==> src/rtl/pipelined_ctrl_unit_pkg.sv <==
// ---------------------------------------------------------------------------
// cpu_ctrl_pkg
// Shared definitions for the RV32 pipelined control path: opcode constants,
// ALU-op and write-back source encodings, and the per-stage control-word
// structs that travel through the ID/EX, EX/MEM and MEM/WB registers.
// ---------------------------------------------------------------------------
package cpu_ctrl_pkg;

  localparam logic [6:0] OP_R      = 7'b0110011;
  localparam logic [6:0] OP_IALU   = 7'b0010011;
  localparam logic [6:0] OP_LOAD   = 7'b0000011;
  localparam logic [6:0] OP_STORE  = 7'b0100011;
  localparam logic [6:0] OP_BRANCH = 7'b1100011;
  localparam logic [6:0] OP_JAL    = 7'b1101111;
  localparam logic [6:0] OP_JALR   = 7'b1100111;
  localparam logic [6:0] OP_LUI    = 7'b0110111;
  localparam logic [6:0] OP_AUIPC  = 7'b0010111;

  typedef enum logic [1:0] {
    ALU_ADD    = 2'b00,
    ALU_BRANCH = 2'b01,
    ALU_RFUNCT = 2'b10,
    ALU_IFUNCT = 2'b11
  } aluop_e;

  typedef enum logic [1:0] {
    WB_ALU  = 2'b00,
    WB_LOAD = 2'b01,
    WB_PC4  = 2'b10,
    WB_UIMM = 2'b11
  } memtoreg_e;

  typedef struct packed {
    logic   alusrc;
    logic   alu_a_pc;
    aluop_e aluop;
    logic   branch;
    logic   jump;
    logic   jalr;
  } ex_ctrl_t;

  typedef struct packed {
    logic memread;
    logic memwrite;
  } mem_ctrl_t;

  typedef struct packed {
    logic      regwrite;
    memtoreg_e memtoreg;
  } wb_ctrl_t;

  localparam ex_ctrl_t EX_NOP = '{alusrc: 1'b0, alu_a_pc: 1'b0, aluop: ALU_ADD,
                                  branch: 1'b0, jump: 1'b0, jalr: 1'b0};
  localparam mem_ctrl_t MEM_NOP = '{memread: 1'b0, memwrite: 1'b0};
  localparam wb_ctrl_t WB_NOP = '{regwrite: 1'b0, memtoreg: WB_ALU};

  function automatic logic is_mem_access(input mem_ctrl_t m);
    return m.memread | m.memwrite;
  endfunction

endpackage

==> src/rtl/pipelined_ctrl_unit_decoder.sv <==
// ---------------------------------------------------------------------------
// ctrl_decoder
// Purely combinational opcode decode into the EX/MEM/WB control slices, plus
// which source registers the instruction reads and an unknown-opcode flag.
// Unknown opcodes produce an all-zero (NOP) control word.
//   opcode    in   7   instruction[6:0]
//   ex_ctrl   out      EX-stage control slice
//   mem_ctrl  out      MEM-stage control slice
//   wb_ctrl   out      WB-stage control slice
//   rs1_used  out  1   instruction reads rs1
//   rs2_used  out  1   instruction reads rs2
//   illegal   out  1   opcode not recognised
// ---------------------------------------------------------------------------
module ctrl_decoder
  import cpu_ctrl_pkg::*;
(
  input  logic [6:0] opcode,
  output ex_ctrl_t   ex_ctrl,
  output mem_ctrl_t  mem_ctrl,
  output wb_ctrl_t   wb_ctrl,
  output logic       rs1_used,
  output logic       rs2_used,
  output logic       illegal
);

  always_comb begin
    ex_ctrl  = EX_NOP;
    mem_ctrl = MEM_NOP;
    wb_ctrl  = WB_NOP;
    rs1_used = 1'b0;
    rs2_used = 1'b0;
    illegal  = 1'b0;
    unique case (opcode)
      OP_R: begin
        ex_ctrl.aluop    = ALU_RFUNCT;
        wb_ctrl.regwrite = 1'b1;
        rs1_used         = 1'b1;
        rs2_used         = 1'b1;
      end
      OP_IALU: begin
        ex_ctrl.alusrc   = 1'b1;
        ex_ctrl.aluop    = ALU_IFUNCT;
        wb_ctrl.regwrite = 1'b1;
        rs1_used         = 1'b1;
      end
      OP_LOAD: begin
        ex_ctrl.alusrc   = 1'b1;
        mem_ctrl.memread = 1'b1;
        wb_ctrl.regwrite = 1'b1;
        wb_ctrl.memtoreg = WB_LOAD;
        rs1_used         = 1'b1;
      end
      OP_STORE: begin
        ex_ctrl.alusrc    = 1'b1;
        mem_ctrl.memwrite = 1'b1;
        rs1_used          = 1'b1;
        rs2_used          = 1'b1;
      end
      OP_BRANCH: begin
        ex_ctrl.aluop  = ALU_BRANCH;
        ex_ctrl.branch = 1'b1;
        rs1_used       = 1'b1;
        rs2_used       = 1'b1;
      end
      OP_JAL: begin
        ex_ctrl.jump     = 1'b1;
        wb_ctrl.regwrite = 1'b1;
        wb_ctrl.memtoreg = WB_PC4;
      end
      OP_JALR: begin
        ex_ctrl.alusrc   = 1'b1;
        ex_ctrl.jalr     = 1'b1;
        wb_ctrl.regwrite = 1'b1;
        wb_ctrl.memtoreg = WB_PC4;
        rs1_used         = 1'b1;
      end
      OP_LUI: begin
        wb_ctrl.regwrite = 1'b1;
        wb_ctrl.memtoreg = WB_UIMM;
      end
      OP_AUIPC: begin
        ex_ctrl.alusrc   = 1'b1;
        ex_ctrl.alu_a_pc = 1'b1;
        wb_ctrl.regwrite = 1'b1;
      end
      default: begin
        illegal = 1'b1;
      end
    endcase
  end

endmodule

==> src/rtl/pipelined_ctrl_unit.sv <==
// ---------------------------------------------------------------------------
// pipelined_ctrl_unit
// Control path of the 5-stage RV32 core. Decodes the ID-stage instruction,
// carries its control slices and rd through ID/EX, EX/MEM and MEM/WB, and
// resolves hazards with priority freeze > redirect > load-use.
//   clk, rst_n                   clock, async active-low reset
//   id_valid, id_instr           IF/ID register contents
//   ex_redirect                  EX resolved a taken branch/jump
//   mem_ready                    data memory completes MEM access this cycle
//   ex_valid, mem_valid, wb_valid  per-stage live flags
//   ex_alusrc, ex_alu_a_pc, ex_aluop, ex_branch, ex_jump, ex_jalr, ex_rd
//   mem_memread, mem_memwrite, mem_rd
//   wb_regwrite, wb_memtoreg, wb_rd
//   pc_hold                      hold PC and IF/ID this cycle
//   if_id_flush                  clear IF/ID valid at next edge
//   illegal_instr                one-cycle pulse: unknown opcode entered EX
// ---------------------------------------------------------------------------
module pipelined_ctrl_unit
  import cpu_ctrl_pkg::*;
#(
  parameter int REG_AW      = 5,
  parameter bit LU_STALL_EN = 1'b1,
  parameter bit ILLEGAL_EN  = 1'b1
) (
  input  logic              clk,
  input  logic              rst_n,
  input  logic              id_valid,
  input  logic [31:0]       id_instr,
  input  logic              ex_redirect,
  input  logic              mem_ready,
  output logic              ex_valid,
  output logic              mem_valid,
  output logic              wb_valid,
  output logic              ex_alusrc,
  output logic              ex_alu_a_pc,
  output logic [1:0]        ex_aluop,
  output logic              ex_branch,
  output logic              ex_jump,
  output logic              ex_jalr,
  output logic [REG_AW-1:0] ex_rd,
  output logic              mem_memread,
  output logic              mem_memwrite,
  output logic [REG_AW-1:0] mem_rd,
  output logic              wb_regwrite,
  output logic [1:0]        wb_memtoreg,
  output logic [REG_AW-1:0] wb_rd,
  output logic              pc_hold,
  output logic              if_id_flush,
  output logic              illegal_instr
);

  ex_ctrl_t    dec_ex;
  mem_ctrl_t   dec_mem;
  wb_ctrl_t    dec_wb;
  logic        dec_rs1_used;
  logic        dec_rs2_used;
  logic        dec_illegal;

  logic [REG_AW-1:0] id_rd;
  logic [REG_AW-1:0] id_rs1;
  logic [REG_AW-1:0] id_rs2;

  ex_ctrl_t    ex_ctrl_q;
  mem_ctrl_t   ex_mem_q;
  wb_ctrl_t    ex_wb_q;
  mem_ctrl_t   mem_ctrl_q;
  wb_ctrl_t    mem_wb_q;
  memtoreg_e   wb_memtoreg_q;

  logic freeze;
  logic rs_hit;
  logic lu_stall;
  logic issue;

  // funct3/funct7 are consumed by the datapath ALU control, not here
  logic unused_fields;
  assign unused_fields = ^{id_instr[31:25], id_instr[14:12]};

  assign id_rd  = id_instr[7 +: REG_AW];
  assign id_rs1 = id_instr[15 +: REG_AW];
  assign id_rs2 = id_instr[20 +: REG_AW];

  ctrl_decoder u_decoder (
    .opcode   (id_instr[6:0]),
    .ex_ctrl  (dec_ex),
    .mem_ctrl (dec_mem),
    .wb_ctrl  (dec_wb),
    .rs1_used (dec_rs1_used),
    .rs2_used (dec_rs2_used),
    .illegal  (dec_illegal)
  );

  // An outstanding memory access that cannot complete stalls everything,
  // including a pending redirect, which stays in EX and fires on release.
  assign freeze = mem_valid & is_mem_access(mem_ctrl_q) & ~mem_ready;

  // Only loads read memory, so ex_mem_q.memread identifies a load in EX.
  assign rs_hit = (dec_rs1_used & (id_rs1 == ex_rd)) |
                  (dec_rs2_used & (id_rs2 == ex_rd));
  assign lu_stall = LU_STALL_EN & ex_valid & ex_mem_q.memread &
                    (ex_rd != '0) & id_valid & rs_hit;

  assign issue = id_valid & ~ex_redirect & ~lu_stall;

  assign pc_hold     = freeze | (~ex_redirect & lu_stall);
  assign if_id_flush = ~freeze & ex_redirect;

  always_ff @(posedge clk or negedge rst_n) begin
    if (!rst_n) begin
      ex_valid      <= 1'b0;
      ex_ctrl_q     <= EX_NOP;
      ex_mem_q      <= MEM_NOP;
      ex_wb_q       <= WB_NOP;
      ex_rd         <= '0;
      illegal_instr <= 1'b0;
      mem_valid     <= 1'b0;
      mem_ctrl_q    <= MEM_NOP;
      mem_wb_q      <= WB_NOP;
      mem_rd        <= '0;
      wb_valid      <= 1'b0;
      wb_regwrite   <= 1'b0;
      wb_memtoreg_q <= WB_ALU;
      wb_rd         <= '0;
    end else if (freeze) begin
      illegal_instr <= 1'b0;
    end else begin
      ex_valid      <= issue;
      ex_ctrl_q     <= issue ? dec_ex  : EX_NOP;
      ex_mem_q      <= issue ? dec_mem : MEM_NOP;
      ex_wb_q       <= issue ? dec_wb  : WB_NOP;
      ex_rd         <= issue ? id_rd   : '0;
      illegal_instr <= ILLEGAL_EN & issue & dec_illegal;

      mem_valid     <= ex_valid;
      mem_ctrl_q    <= ex_mem_q;
      mem_wb_q      <= ex_wb_q;
      mem_rd        <= ex_rd;

      // x0 is never written, so the write enable is squashed for rd == 0
      wb_valid      <= mem_valid;
      wb_regwrite   <= mem_valid & mem_wb_q.regwrite & (mem_rd != '0);
      wb_memtoreg_q <= mem_wb_q.memtoreg;
      wb_rd         <= mem_rd;
    end
  end

  assign ex_alusrc    = ex_ctrl_q.alusrc;
  assign ex_alu_a_pc  = ex_ctrl_q.alu_a_pc;
  assign ex_aluop     = ex_ctrl_q.aluop;
  assign ex_branch    = ex_ctrl_q.branch;
  assign ex_jump      = ex_ctrl_q.jump;
  assign ex_jalr      = ex_ctrl_q.jalr;
  assign mem_memread  = mem_valid & mem_ctrl_q.memread;
  assign mem_memwrite = mem_valid & mem_ctrl_q.memwrite;
  assign wb_memtoreg  = wb_memtoreg_q;

endmodule
==> config.mk <==
export PLATFORM = sky130hd
export DESIGN_NAME = pipelined_ctrl_unit
export DESIGN_NICKNAME = d
export VERILOG_FILES = /design/src/rtl/pipelined_ctrl_unit_pkg.sv /design/src/rtl/pipelined_ctrl_unit_decoder.sv /design/src/rtl/pipelined_ctrl_unit.sv
export SDC_FILE = /design/constraint.sdc
export NUM_CORES = 1
export LEC_CHECK = 0
export CAP_MARGIN = 40
export CELL_PAD_IN_SITES_DETAIL_PLACEMENT = 1
export CELL_PAD_IN_SITES_GLOBAL_PLACEMENT = 1
export CORE_UTILIZATION = 33
export CTS_CLUSTER_SIZE = 30
export DETAILED_ROUTE_END_ITERATION = 7
export GPL_ROUTABILITY_DRIVEN = 1
export GPL_TIMING_DRIVEN = 0
export PLACE_DENSITY_LB_ADDON = 0.1
export SYNTH_ARGS = -nofsm -noshare
export SYNTH_HDL_FRONTEND = slang
export SYNTH_SLANG_ARGS = --single-unit
==> constraint.sdc <==
create_clock -name clk -period 1.88 [get_ports clk]
set_input_delay 0.282 -clock clk [delete_from_list [all_inputs] [get_ports clk]]
set_output_delay 0.282 -clock clk [all_outputs]
set_load 0.01 [all_outputs]
Yosys cells after proc, flatten, opt, wreduce, memory -nomap -nowiden:

Index checks and enable logic that the tools add are counted.

* equal/unequal tests: 11
* muxes and demuxes: 18
* bitwise gates (word level): 24
* reduce and logical (&&, ||, !) cells: 8

Operators by type and width (count)
* == test 7 x 6 -> 1 bit (second input constant): 3
* == test 7 bit (second input constant): 3
* bitwise AND 1 bit: 17
* == test 7 x 5 -> 1 bit (second input constant): 2
* two-way mux 1 bit: 12
* case mux 2 bit (3 select lines): 2
* == test 5 bit: 2
* nonzero test 5 bit: 2
* OR reduction 9 bit: 1
* == test 7 x 2 -> 1 bit (second input constant): 1
* two-way mux 7 bit: 1
* OR reduction 7 bit: 1
* OR reduction 6 bit: 1
* two-way mux 5 bit: 1
* OR reduction 5 bit: 1
* NOT 1 bit: 4
* two-way mux 3 bit: 1
* bitwise OR 1 bit: 3
* OR reduction 3 bit: 1
* two-way mux 2 bit: 1
* OR reduction 2 bit: 1

* register bits: 39
* input bits: 37
* word-level logic and storage cells: 84

Logic depth before layout (Yosys ltp):

* word-level depth: 10
* gate-level depth with buffers: 7
* gate-level depth less buffers: 5

Hierarchy:

Synthesis repeated with hierarchy kept, for this count alone.

* cell total of the unflattened synthesis: 203
* area, all modules: 2065.7 sq um

Modules (own cells, without submodules)
* pipelined_ctrl_unit: instances 1, cells each 162, area each 1808.0 sq um, sequential area each 975.9 sq um
* ctrl_decoder: instances 1, cells each 41, area each 257.7 sq um, sequential area each 0.0 sq um

Least setup slack after synthesis:

Ideal clock, no wire load.

* path type: register to output
* start: reg ex_rd[0]
* end: out pc_hold
* data arrival time: 1.517 ns
* data required time: 1.598 ns
* setup slack: 0.081 ns
* stages on the path, launching flop included: 5
* path through: dfrtp_1 or4_1 o2111ai_2 a21oi_4 a21o_2

* longest elaborated chain between the ends: 6
* elaborated cells on any way between the ends: 11
* classes of those cells: 2 x eq/ne; 8 x bitwise; 1 x reduce/logical

Ends and longest elaborated chain
* from (decl): RTL line pipelined_ctrl_unit.sv:40 `output logic [REG_AW-1:0] ex_rd,`
* from (signal assigned): RTL line pipelined_ctrl_unit.sv:131 `ex_rd <= issue ? id_rd : '0;`
* == test 5 bit, or another cell as far along: RTL line pipelined_ctrl_unit.sv:98 `assign rs_hit = (dec_rs1_used & (id_rs1 == ex_rd)) |`
* bitwise AND 1 bit, on equally long branches: RTL line pipelined_ctrl_unit.sv:98, pipelined_ctrl_unit.sv:99, pipelined_ctrl_unit.sv:100
* bitwise OR 1 bit or bitwise AND 1 bit (tied branches): RTL line pipelined_ctrl_unit.sv:98, pipelined_ctrl_unit.sv:101
* bitwise AND 1 bit *: RTL line pipelined_ctrl_unit.sv:101 `(ex_rd != '0) & id_valid & rs_hit;`
* bitwise AND 1 bit *: RTL line pipelined_ctrl_unit.sv:105 `assign pc_hold = freeze | (~ex_redirect & lu_stall);`
* bitwise OR 1 bit *: RTL line pipelined_ctrl_unit.sv:105
* to (decl): RTL line pipelined_ctrl_unit.sv:47 `output logic pc_hold,`

Every way passes the cells marked *; elsewhere a longest branch is shown, timed or not.

Worst setup path in the final report:

Same ends and word-level chain as after synthesis.

==> results by group <==
Status
  – Status: finished with violations
  – Failing checks: setup timing

Drt
  – Via count: roughly 1700
  – Drc violations: 0
  – DRT Pass-1 Iters: 4
  – Avg Vias per Cell: approximately 5.0
  – Initial detailed-routing violation count: 83
  – Post-Route WL: ~5600 um
  – Wirelength per Cell: 16.6 um
  – Post-route ant nets: 0

Finish
  – FILL cells: ~630
  – Most frequent cells in the layout: clkdlybuf4s50_1 (54), dfrtp_1 (35), nand2_1 (32)
  – N_diodes: 0
  – Layout area overhead: 53.7%
  – Non-Filler Instances: about 340
  – Final Core Density: 0.533
  – Most common cell after layout, fill and taps aside: clkdlybuf4s50_1
  – Final-stage net count: 300
  – Layout cells sized above 1: 0.299

Run
  – Max-cap violations: 0

Synth
  – Sequential area share after synthesis: 0.502
  – Yosys cell types: 37
  – Netlist Area Pre-Place: 1950 sq um
  – Avg Inst Size Synth: between 10 and 15 sq um
  – Mapped Cells: roughly 180
  – Asr flop ratio synth: 1.00
  – Mapped Nets: around 220
  – Synth warn: 0
  – Yosys reg bits: 39
  – Number of synthesized flops with an enable pin: 0
  – Top FF cell, synth: dfrtp_1

Clock network
  – Clock-pin slew on the worst setup and hold paths: approximately 80 ps
  – CTS sink cnt: 39
  – TritonCTS buffer count: 5
  – Max Root-Sink Buffers: 2
  – Worst-Skew Late Latency: about 300 ps
  – CTS tree: yes
  – Root Buffer: clkbuf_8
  – H-Tree Level Count: 2

Placement
  – Dpl hpwl: 3940 um
  – RePlAce Congestion: 0.786
  – Post-Place Cells: 315
  – # port buffers: 58

Floorplan
  – DIE HEIGHT: 78.8 um
  – Starting Density: 0.347
  – Die X: 78.8 um
  – Rows: 27
  – Core footprint: 5610 sq um
  – Io pins: 70
  – Die Area: 6210 sq um

STA
  – Final Setup Violations: 16
  – Worst-Margin Slew: 768 ps
  – Max Clk Rate: 448 MHz
  – Setup ws final: -351 ps
  – Relative slew slack: 0.483
  – Final Max Slew Viols: 0
  – Final hold violations: 0
  – Final Skew: 6.69 ps
  – Fin crit share: 1.19
  – RSZ-0062 raised after global routing: yes
  – Tmin final: 2230 ps

Worst setup path
  – Critical Path Fanout Max: 4
  – Critical path endpoint category: output pin
  – CP bufs+invs: 2
  – CP Data Arrival Time: 1950 ps
  – Crit path required time: 1600 ps
  – Top cell family by delay on the critical path: compound AO/OA/AOI/OAI gates
  – Cell mode on critical path: buf_6
  – Crit path cell chain: buf_6 > xor2_2 > a2111oi_4 > nand4_2 > a21oi_4 > a21o_2 > buf_6
  – Setup CP Type: reg -> out
  – Slowest CP cell: dfrtp_2
  – Flop-to-flop setup slack: -120 ps
  – Worst Setup Start Kind: register
  – CP max stage delay: between 400 and 500 ps

Pwr
  – Peak VDD IR: 0.000350 V
  – Pwr Density: 626 nW/um^2
  – Power Total: 1870 uW
  – Leakage power: 0.00128 uW

Global routing
  – Antenna violations before repair: 0
  – Largest net degree at the start of global routing: 34
  – First-pass GRT wire length: 9070 um
  – Vias in the first global route: 1742
  – GRT overflow: 0
  – GRT Total Usage: 0.193

Worst hold path
  – Min-delay worst type: in -> reg
worst register-to-register path: cells and delay by family, from the launching register on:
kind | cells | cell delay (ps)
AOI/OAI and AO/OA | 3 | 520
xor gates and xnor gates | 1 | 180
buffers and inverters | 4 | 560
DFF | 1 | 450
and+or+nand+nor | 1 | 190
cell usage after synthesis (2+ instances only):
library cell | count | share of area
nand2b_1 | 3 | 0.0096
o31ai_1 | 3 | 0.012
clkbuf_1 | 4 | 0.0077
nor2_1 | 7 | 0.014
nor2b_1 | 3 | 0.0096
dfrtp_1 | 39 | 0.50
or3_1 | 3 | 0.0096
a21oi_1 | 4 | 0.010
or4_1 | 4 | 0.015
or2_2 | 2 | 0.0064
nand2_1 | 33 | 0.064
xnor2_1 | 4 | 0.018
nand3b_1 | 2 | 0.0077
nand4_1 | 5 | 0.016
buf_2 | 5 | 0.013
mux2_2 | 15 | 0.087
and2_1 | 2 | 0.0064
o21ai_2 | 9 | 0.041
o21ai_0 | 10 | 0.026
nand3_1 | 3 | 0.0077
inv_1 | 3 | 0.0058
xor2_1 | 6 | 0.027
kinds of logic after synthesis:
kind of cell / Yosys count / share of synthesized area
AND/OR/NAND/NOR: 71 / 0.186
flip-flops: 39 / 0.502
AO/OA/AOI/OAI: 36 / 0.148
multiplexers: 15 / 0.0868
buffers and inverters: 13 / 0.0321
XOR/XNOR: 10 / 0.0450
flip-flops by register name (all words and copies together) (netlist names), 2 cells and up:
signal       count
mem_rd           5
ex_aluop         2
wb_rd            5
mem_ctrl_q       2
ex_wb_q          3
ex_mem_q         2
ex_rd            5
mem_wb_q         3
wb_memtoreg      2
repair_timing:
action	4_1_cts	5_1_grt
pin swaps	8	4
setup buffers	7	4
hold buffers	1	0
gates cloned	0	1
endpoints found under the hold margin	6	0
setup endpoints to repair	17	16
resized for setup	33	9
metal layers:
layer	vias up	share of wire	global-route usage
li1	804	-	-
met1	818	0.47	0.270
met2	45	0.48	0.301
met3	9	0.036	0.0356
met4	0	0.017	0.0630
met5	-	0	0
stage by stage:
step | instance area [sq um] | setup slack [ps] | hold slack (ps) | TNS (ps)
floorplan | 1950 | 80.7 | -13.6 | 0
global placement | 2620 | -1180 | 462 | -35270
detailed placement | 2630 | -1170 | 142 | -13470
CTS | 2910 | -324 | 306 | -724
global route | 2990 | -406 | 308 | -2640
finish | 2990 | -351 | 300 | -1580
final timing paths:
| path | from | endpoint | cells past startpoint |
|---|---|---|---|
| worst max-delay path | ex_rd[0] | pc_hold | 7 |
| worst min-delay path | id_instr[5] | ex_alu_a_pc | 2 |
| worst min register to register | ex_mem_q[0] | mem_ctrl_q[0] | 2 |
| worst max register to register | ex_rd[0] | ex_rd[1] | 9 |
| min in group asynchronous | rst_n | wb_valid | 2 |
| max in group asynchronous | rst_n | mem_valid | 3 |
power by group:
part / total, uW / switching, uW / internal [uW]
Clock: 749 / 320 / 430
Combinational: 247 / 111 / 135
Sequential: 877 / 19.6 / 857
area by class of cell:
type                    count  area [sq um]  area share
flip-flops and latches     39           981       0.328
clock buffers               6          82.6      0.0276
inverters                   3          11.3     0.00377
clock inverters             2          35.0      0.0117
multi-input cells         132           978       0.327
well taps                  72          90.1      0.0301
plain buffers              10          86.3      0.0289
repair buffers             72           726       0.243
Note: power is estimated with default switching activity, not from simulation.
